### config.mk
export PLATFORM = sky130hd
export DESIGN_NAME = divfix_seq
export DESIGN_NICKNAME = d
export VERILOG_FILES = /design/src/rtl/divfix_seq.sv
export SDC_FILE = /design/constraint.sdc
export NUM_CORES = 1
export LEC_CHECK = 0
export ABC_AREA = 1
export ABC_CLOCK_PERIOD_IN_PS = 3600
export CAP_MARGIN = 40
export CORE_ASPECT_RATIO = 0.9
export CORE_MARGIN = 5
export CORE_UTILIZATION = 60
export CTS_CLUSTER_SIZE = 20
export DETAILED_ROUTE_END_ITERATION = 7
export PLACE_DENSITY_LB_ADDON = 0.25
export SLEW_MARGIN = 0
export SYNTH_ARGS = -nofsm -noshare
export SYNTH_HDL_FRONTEND = slang
export SYNTH_SLANG_ARGS = --single-unit
### constraint.sdc
create_clock -name clk -period 3.6 [get_ports clk]
set_clock_uncertainty 0.1 [all_clocks]
set_input_delay 0.72 -clock clk [delete_from_list [all_inputs] [get_ports clk]]
set_output_delay 0.72 -clock clk [all_outputs]
set_load 0.02 [all_outputs]
### src/rtl/divfix_seq.sv
// divfix_seq: sequential signed fixed-point divider.
// Divides a Q(WI1.WF1) dividend by a Q(WI2.WF2) divisor and returns a
// Q(WI0.WF0) quotient. Restoring division on magnitudes, one quotient bit
// per clock, QN = WI1+WF1+WF2+WF0 iterations plus one finishing cycle.
//
// Handshake: start is sampled on a rising edge only while busy=0. busy stays
// high from the edge after the accepted start until the finishing edge. done
// pulses for one cycle, with out/OVF/DZ updated in that same cycle. The result
// is then held until the next completion. busy is already low while done is
// high, so a new start can be accepted in the done cycle.
//
// Build option: define DIVFIX_SAT_EN to saturate out on overflow. Without it,
// out wraps to the low W0 bits of the signed result. OVF is asserted in both
// builds. Divide-by-zero always returns the saturated value with DZ=1 and OVF=1.
module divfix_seq #(
  parameter int WI1 = 4,
  parameter int WF1 = 4,
  parameter int WI2 = 4,
  parameter int WF2 = 4,
  parameter int WI0 = 8,
  parameter int WF0 = 8
) (
  input  logic                 clk,
  input  logic                 rst_n,
  input  logic                 start,
  input  logic [WI1+WF1-1:0]   in1,
  input  logic [WI2+WF2-1:0]   in2,
  output logic                 busy,
  output logic                 done,
  output logic [WI0+WF0-1:0]   out,
  output logic                 OVF,
  output logic                 DZ
);

  localparam int N1 = WI1 + WF1;           // dividend width
  localparam int N2 = WI2 + WF2;           // divisor width
  localparam int QN = WI1 + WF1 + WF2 + WF0; // iteration count / quotient width
  localparam int W0 = WI0 + WF0;           // output width
  localparam int DW = N2 + WF1;            // scaled divisor width
  localparam int CW = $clog2(QN + 1);      // iteration counter width
  localparam int LW = QN + W0 + 1;         // width wide enough for range checks

  localparam logic [W0-1:0] OUT_MAX = {1'b0, {(W0-1){1'b1}}};
  localparam logic [W0-1:0] OUT_MIN = {1'b1, {(W0-1){1'b0}}};
  localparam logic [LW-1:0] ONE_LW  = {{(LW-1){1'b0}}, 1'b1};
  // Largest magnitude a negative result may have, and a positive one.
  localparam logic [LW-1:0] LIM_NEG = ONE_LW << (W0 - 1);
  localparam logic [LW-1:0] LIM_POS = LIM_NEG - ONE_LW;

  typedef enum logic [1:0] {
    IDLE = 2'd0,
    RUN  = 2'd1,
    FIN  = 2'd2
  } state_t;

  state_t state;
  state_t state_nx;

  // Latched operands and iteration state
  logic [CW-1:0] cnt;
  logic [QN-1:0] acc;   // dividend bits shift out of the top, quotient bits in at the bottom
  logic [DW-1:0] rem;   // partial remainder, always < dreg
  logic [DW-1:0] dreg;  // scaled divisor magnitude
  logic          neg;   // operand signs differ
  logic          s1;    // dividend sign, selects the divide-by-zero value
  logic          dz;    // divisor was zero

  // Operand magnitudes. An N-bit unsigned value holds 2^(N-1), so the most
  // negative input converts exactly; the sign bit becomes the extra magnitude bit.
  logic [N1-1:0] mag1;
  logic [N2-1:0] mag2;
  logic [QN-1:0] n_init;
  logic [DW-1:0] d_init;

  // Restoring step signals
  logic [DW:0]   rem_sh;
  logic [DW:0]   rem_sub;
  logic          q_bit;

  // Finishing-cycle result signals
  logic [LW-1:0] m_w;
  logic [W0-1:0] res_lo;
  logic          fin_ovf;
  logic [W0-1:0] fin_out;

  // Magnitudes and scaled operands for the latch cycle
  always_comb begin
    mag1   = in1[N1-1] ? -in1 : in1;
    mag2   = in2[N2-1] ? -in2 : in2;
    n_init = {mag1, {(WF2+WF0){1'b0}}};
    d_init = {mag2, {WF1{1'b0}}};
  end

  // One restoring step: shift in the next dividend bit, trial-subtract the divisor.
  // The remainder stays below the divisor, so the borrow out of bit DW tells
  // whether the subtraction went negative.
  always_comb begin
    rem_sh  = {rem, acc[QN-1]};
    rem_sub = rem_sh - {1'b0, dreg};
    q_bit   = ~rem_sub[DW];
  end

  // Sign application, range check and divide-by-zero override
  always_comb begin
    m_w     = {{(LW-QN){1'b0}}, acc};
    res_lo  = neg ? -acc[W0-1:0] : acc[W0-1:0];
    fin_ovf = neg ? (m_w > LIM_NEG) : (m_w > LIM_POS);
    fin_out = res_lo;
`ifdef DIVFIX_SAT_EN
    if (fin_ovf) begin
      fin_out = neg ? OUT_MIN : OUT_MAX;
    end
`endif
    if (dz) begin
      fin_ovf = 1'b1;
      fin_out = s1 ? OUT_MIN : OUT_MAX;
    end
  end

  // FSM state register
  always_ff @(posedge clk or negedge rst_n) begin
    if (!rst_n) begin
      state <= IDLE;
    end else begin
      state <= state_nx;
    end
  end

  // FSM next-state logic
  always_comb begin
    state_nx = state;
    case (state)
      IDLE:    if (start) state_nx = RUN;
      RUN:     if (cnt == '0) state_nx = FIN;
      FIN:     state_nx = IDLE;
      default: state_nx = IDLE;
    endcase
  end

  // FSM outputs
  always_comb begin
    busy = (state != IDLE);
  end

  // Operand latch and per-cycle restoring iteration
  always_ff @(posedge clk or negedge rst_n) begin
    if (!rst_n) begin
      cnt  <= '0;
      acc  <= '0;
      rem  <= '0;
      dreg <= '0;
      neg  <= 1'b0;
      s1   <= 1'b0;
      dz   <= 1'b0;
    end else begin
      case (state)
        IDLE: begin
          if (start) begin
            cnt  <= CW'(QN - 1);
            acc  <= n_init;
            rem  <= '0;
            dreg <= d_init;
            neg  <= in1[N1-1] ^ in2[N2-1];
            s1   <= in1[N1-1];
            dz   <= (in2 == '0);
          end
        end
        RUN: begin
          acc <= {acc[QN-2:0], q_bit};
          rem <= q_bit ? rem_sub[DW-1:0] : rem_sh[DW-1:0];
          cnt <= cnt - 1'b1;
        end
        default: begin
        end
      endcase
    end
  end

  // Result registers: updated and announced in the finishing cycle, held otherwise
  always_ff @(posedge clk or negedge rst_n) begin
    if (!rst_n) begin
      done <= 1'b0;
      out  <= '0;
      OVF  <= 1'b0;
      DZ   <= 1'b0;
    end else begin
      done <= (state == FIN);
      if (state == FIN) begin
        out <= fin_out;
        OVF <= fin_ovf;
        DZ  <= dz;
      end
    end
  end

endmodule
### Word level (Yosys, flattened, before mapping)

Cells that the tools add are included.

| storage, ports and cells | value |
|---|---|
| register bits | 69 |
| bits in latches | 0 |
| RAM bits | 0 |
| memory bits (read-only) | 0 |
| bits of input ports | 19 |
| output and inout port bits | 20 |
| word-level logic and storage cells | 50 |
| memories kept | 0 |

| cells by class | value |
|---|---|
| $add $sub $neg | 5 |
| multipliers | 0 |
| div/mod/pow operators | 0 |
| $lt $le $gt $ge | 2 |
| equal/unequal tests | 4 |
| shift operators | 0 |
| multiplexer cells | 17 |
| bitwise operators | 2 |
| reduce and logical (&&, ||, !) cells | 8 |

Operators by type and width:

| kind | count |
|---|---|
| $mux W16 | 3 |
| $pmux W20 S2 | 1 |
| $mux W12 | 2 |
| $pmux W12 S2 | 1 |
| $gt A20 B15 Y1 const B | 1 |
| $gt A20 B16 Y1 const B | 1 |
| $mux W20 | 1 |
| $mux W8 | 2 |
| $neg A16 Y16 | 1 |
| $neg A8 Y8 | 2 |
| $sub A13 B12 Y13 | 1 |
| $pmux W5 S2 | 1 |
| $logic_not A8 Y1 | 1 |
| $reduce_and A2 Y1 | 3 |
| $logic_not A5 Y1 | 1 |
| $mux W5 | 1 |
| $sub A5 B1 Y5 const B | 1 |
| $mux W2 | 2 |
| $ne A2 B2 Y1 const B | 2 |
| $pmux W2 S2 | 1 |
| $reduce_bool A2 Y1 | 2 |
| $eq A2 B1 Y1 const B | 1 |
| $eq A2 B2 Y1 const B | 1 |
| $logic_not A2 Y1 | 1 |
| 3 further kinds | 4 |

### Logic depth before layout (Yosys ltp)

| logic depth | value |
|---|---|
| depth in word-level cells | 4 |
| depth in mapped cells | 14 |
| gate-level depth less buffers | 14 |

### Worst setup path after synthesis

Ideal clock, no wire load.

| timing path | value |
|---|---|
| path kind | reg2reg |
| from | register rem[3] |
| to | register rem[11] |
| setup time | 116 ps |
| arrival time | 1713 ps |
| data required time | 3384 ps |
| path slack | 1671 ps |
| stages on the path, launching flop included | 15 |
| path buffers | 0 |
| period minus slack after synthesis | 1929 ps |
| cell sequence | dfrtp_1 -> inv_1 -> ha_1 -> inv_1 -> fa_1 -> nand3_1 -> nand3_2 -> nand2_2 -> nand2_2 -> nand2_4 -> nand2_4 -> nand2_1 -> nand2_1 -> nand2_1 -> nand2_1 |

| on the way | value |
|---|---|
| word-level cells in the longest chain between the ends | 3 |

Ends and longest elaborated chain:

| element | RTL line | RTL |
|---|---|---|
| from (decl) | 62 | `logic [DW-1:0] rem;` |
| from (signal assigned) | 170 | `rem <= q_bit ? rem_sub[DW-1:0] : rem_sh[DW-1:0];` |
| $sub A13 B12 Y13 | 99 | `rem_sub = rem_sh - {1'b0, dreg};` |
| $mux W12 | 170 |  |
| $pmux W12 S2 | 156 | `case (state)` |

Every way passes these cells.
A chain may end at the register's enable or synchronous reset.

### Worst setup path after layout

| timing path | value |
|---|---|
| from | register state[0] |
| to | output port busy |

| on the way | value |
|---|---|
| word-level cells in the longest chain between the ends | 1 |

Ends and longest elaborated chain:

| element | RTL line | RTL |
|---|---|---|
| from (decl) | 56 | `state_t state;` |
| from (signal assigned) | 125 | `state <= state_nx;` |
| $reduce_bool A2 Y1 | 142 | `busy = (state != IDLE);` |
| to (decl) | 28 | `output logic busy,` |

Every way passes these cells.

==> results.md <==
| Quantity | Value |
|---|---|
| TritonCTS clock tree | yes |
| Setup TNS | 0 ns |
| Via count of the first global-routing pass | 3,310 |
| Fmax | 0.427 GHz |
| RePlAce Congestion | 0.855 |
| Setup violators final | 0 |
| Sequential cell fraction of total power | 0.306 |
| Required arrival time at the worst endpoint | 2.78 ns |
| Buffer depth of the longest clock path | 2 |
| Final number of max-transition violations | 0 |
| Buffers on Ports | 38 |
| Cell type with the highest aggregate area in the netlist | dfrtp_1 |
| Sort of element at the end of the critical path | output port |
| Register clock-pin slew on the reported worst setup and hold paths | 0.08 ns |
| Post-CTS resize count | 0 |
| Maximum number of pins on one net before global-route repair | 36 |
| Internal cell power | 0.00244 W |
| Cell chain of the critical path | nor2_1, inv_1, clkdlybuf4s50_1 |
| Syn Nets | 536 |
| Synth Register Bits | 69 |
| Setup repair bufs after CTS | 0 |
| Unrepaired setup endpoints after global routing | no |
| Antenna violations before repair | 0 |
| Kind of path behind the tightest hold check | primary input to async pin |
| Synthesized area divided by synthesized cell count | 7.82 um2 |
| Inserted Clock Buffers | 9 |
| Net switching share of the total power | 0.443 |
| Number of library cell types mapped by synthesis | 36 |
| Starting Density | 0.607 |
| Antenna Nets Post-Route | 0 |
| Root buffer cell | clkbuf_8 |
| Filler-free cell count of the finished design | 635 |
| Main area contributors after synthesis | dfrtp_1 (44%), nand2_1 (11%), nand3_1 (6.4%) |
| Library cell contributing the largest single delay on the critical path | clkdlybuf4s50_1 |
| Clk_lat worst skew | 0.35 ns |
| Synthesized area | 3930 um2 |
| Net switching power | 0.00194 W |
| Share of post-route cells with drive strength above 1 | 0.0679 |
| DRC viols | 0 |
| Layout Nets | 573 |
| Worst-case reg-to-reg path depth | 14 |
| Placeable Area | 6480 um2 |
| Status | completed |
| Total vias in the final route | 3,429 |
| Count of warnings emitted by yosys | 0 |
| Proportion of power drawn by the clock network | 0.173 |
| Clock sinks | 69 |
| N_diodes | 0 |
| Synthesized instance count | 503 |
| Number of violations reported at the end of detailed-routing iteration 0 | 182 |
| Total global routing track utilization | 0.232 |
| Vias per cell | 5.40 |
| First-pass detailed-route iteration total | 4 |
| Seq/Total Area, Yosys | 0.439 |
| Cell area power density | 959 nW/um2 |
| Type of origin of the critical path | flop |
| Average detailed-routed wire length per instance | 13.7 um |
| Slew @ Worst Pin | 0.785 ns |
| Horizontal die dimension | 95.3 um |
| Number of top-level pins | 39 |
| Height of the chip | 86.8 um |
| Type of the setup path with the least slack | flop to output port |
| Cell Rows | 28 |
| Leak | 2.27 nW |
| Share of the synthesized area in the top cell type | 0.439 |
| Hold buffer count at CTS | 0 |
| Number of max-cap violations | 0 |
| Worst relative slew slack | 0.477 |
| Tcrit/Tclk final | 0.650 |
| Peak supply drop | 0.515 mV |
| Async S/R FF share, synth | 1.00 |
| Global-route wire length before repair | 15.2 mm |
| Full die area | 8280 um2 |
| Crit path max fanout | 3 |
| Post-Place Cells | 619 |
| Final critical-path required period | 2.34 ns |
| Share of power burned in combinational logic | 0.521 |
| Utilization after layout | 0.706 |
| Data arrival at the endpoint of the critical path | 1.52 ns |
| Relative area change from synthesis to final layout | 16.4% |
| Placed wire-length estimate after detailed placement | 6.41 mm |
| Number of enable-type register cells in the synthesized netlist | 0 |
| Primary FF master, synth | dfrtp_1 |
| Htree depth | 3 |
| Grt total ovfl | 0 |
| Total count of hold-check failures in the final report | 0 |
| Overall routed net length | 8.68 mm |
| Delay of the slowest cell on the worst path | 0.53 ns |
## metal layers
metal / vias to the layer above / GRT usage / routed length (um)
met1: 1606 / 0.318 / 4030
met4: 0 / 0.0577 / 89
met5: - / 0 / 0
met2: 98 / 0.370 / 4140
li1: 1715 / - / -
met3: 10 / 0.0582 / 428
## placed cells by master (no fill, tap or decap), types with 8 or more instances in the layout
cell             synthesis  layout
nand3_1                 50      50
clkdlybuf4s50_1          0      37
inv_1                   66      66
o21ai_0                 29      29
a21oi_1                 23      23
o22ai_1                 15      15
clkbuf_8                 1       9
dfrtp_1                 69      69
nand3b_1                 8       8
nand2_1                120     120
nor2_1                  48      48
xor2_1                   8       8
ha_1                    13      13
## power by group through the flow
stage               clock network, W  registers [W]  logic [W]
floorplan                          0        0.00135    0.00172
global placement                   0        0.00134    0.00217
detailed placement                 0        0.00135    0.00227
CTS                         0.000768        0.00134    0.00229
global route                0.000804        0.00139    0.00260
finish                      0.000760        0.00134    0.00228
## stage by stage
step | hold WS (ns) | setup slack (ns) | total power [W] | cell area (um2)
after floorplan | 0.324 | 1.67 | 0.00307 | 3930
after global placement | 0.370 | 1.35 | 0.00352 | 4340
after detailed placement | 0.374 | 1.29 | 0.00362 | 4340
after CTS | 0.360 | 1.24 | 0.00439 | 4580
after global routing | 0.400 | 1.18 | 0.00479 | 4580
final | 0.352 | 1.26 | 0.00439 | 4580
## synth_stat cells (2+ instances only)
library cell    n
a21oi_1        23
a21oi_4         2
a22oi_1         7
a31oi_1         2
buf_2           5
buf_4           3
buf_6           3
clkbuf_1        3
dfrtp_1        69
ha_1           13
inv_1          66
inv_2           4
nand2_1       120
nand2_2         4
nand2_4         2
nand3_1        50
nand3b_1        8
nor2_1         48
o21ai_0        29
o221ai_1        2
o22ai_1        15
or2_2           2
xnor2_1         3
xor2_1          8
## sequential cells by signal, indices dropped and copies added, names as in the netlist
register / count
dz: 1
rem: 12
DZ: 1
s1: 1
cnt: 5
state: 2
done: 1
neg: 1
dreg: 8
out: 16
acc: 20
OVF: 1
## path summary, 6_finish.rpt
path	startpoint	end	slack, ns
hold / removal	rst_n	acc[3]	0.35
setup / recovery	state[0]	busy	1.26
min in group clk	cnt[3]	cnt[3]	0.38
max in group asynchronous	rst_n	out[1]	2.31
setup reg to reg	rem[3]	rem[11]	1.44
hold reg to reg	cnt[3]	cnt[3]	0.38
## logic make-up (layout without fill, tap and decap cells)
| kind of cell | after synthesis | after routing | synth area share |
|---|---|---|---|
| compound gates | 84 | 84 | 0.127 |
| xor+xnor | 11 | 11 | 0.0245 |
| fa+ha+maj | 14 | 14 | 0.0465 |
| buf+inv | 85 | 127 | 0.0939 |
| flops | 69 | 69 | 0.439 |
| simple gates | 240 | 240 | 0.269 |
## area by class of cell
| cell class | count | area (um2) |
|---|---|---|
| Multi-Input combinational cell | 349 | 1840 |
| Fill cell | 532 | 1910 |
| Inverter | 70 | 263 |
| Clock inverter | 6 | 111 |
| Tap cell | 90 | 113 |
| Sequential cell | 69 | 1730 |
| Timing Repair Buffer | 41 | 398 |
| Clock buffer | 10 | 128 |
## critical path: cells and delay by family (launching register included)
family,cells,cell delay (ns)
buf+inv,2,0.59
simple gates,1,0.18
flops,1,0.42
Power figures use the tool's default switching activity.
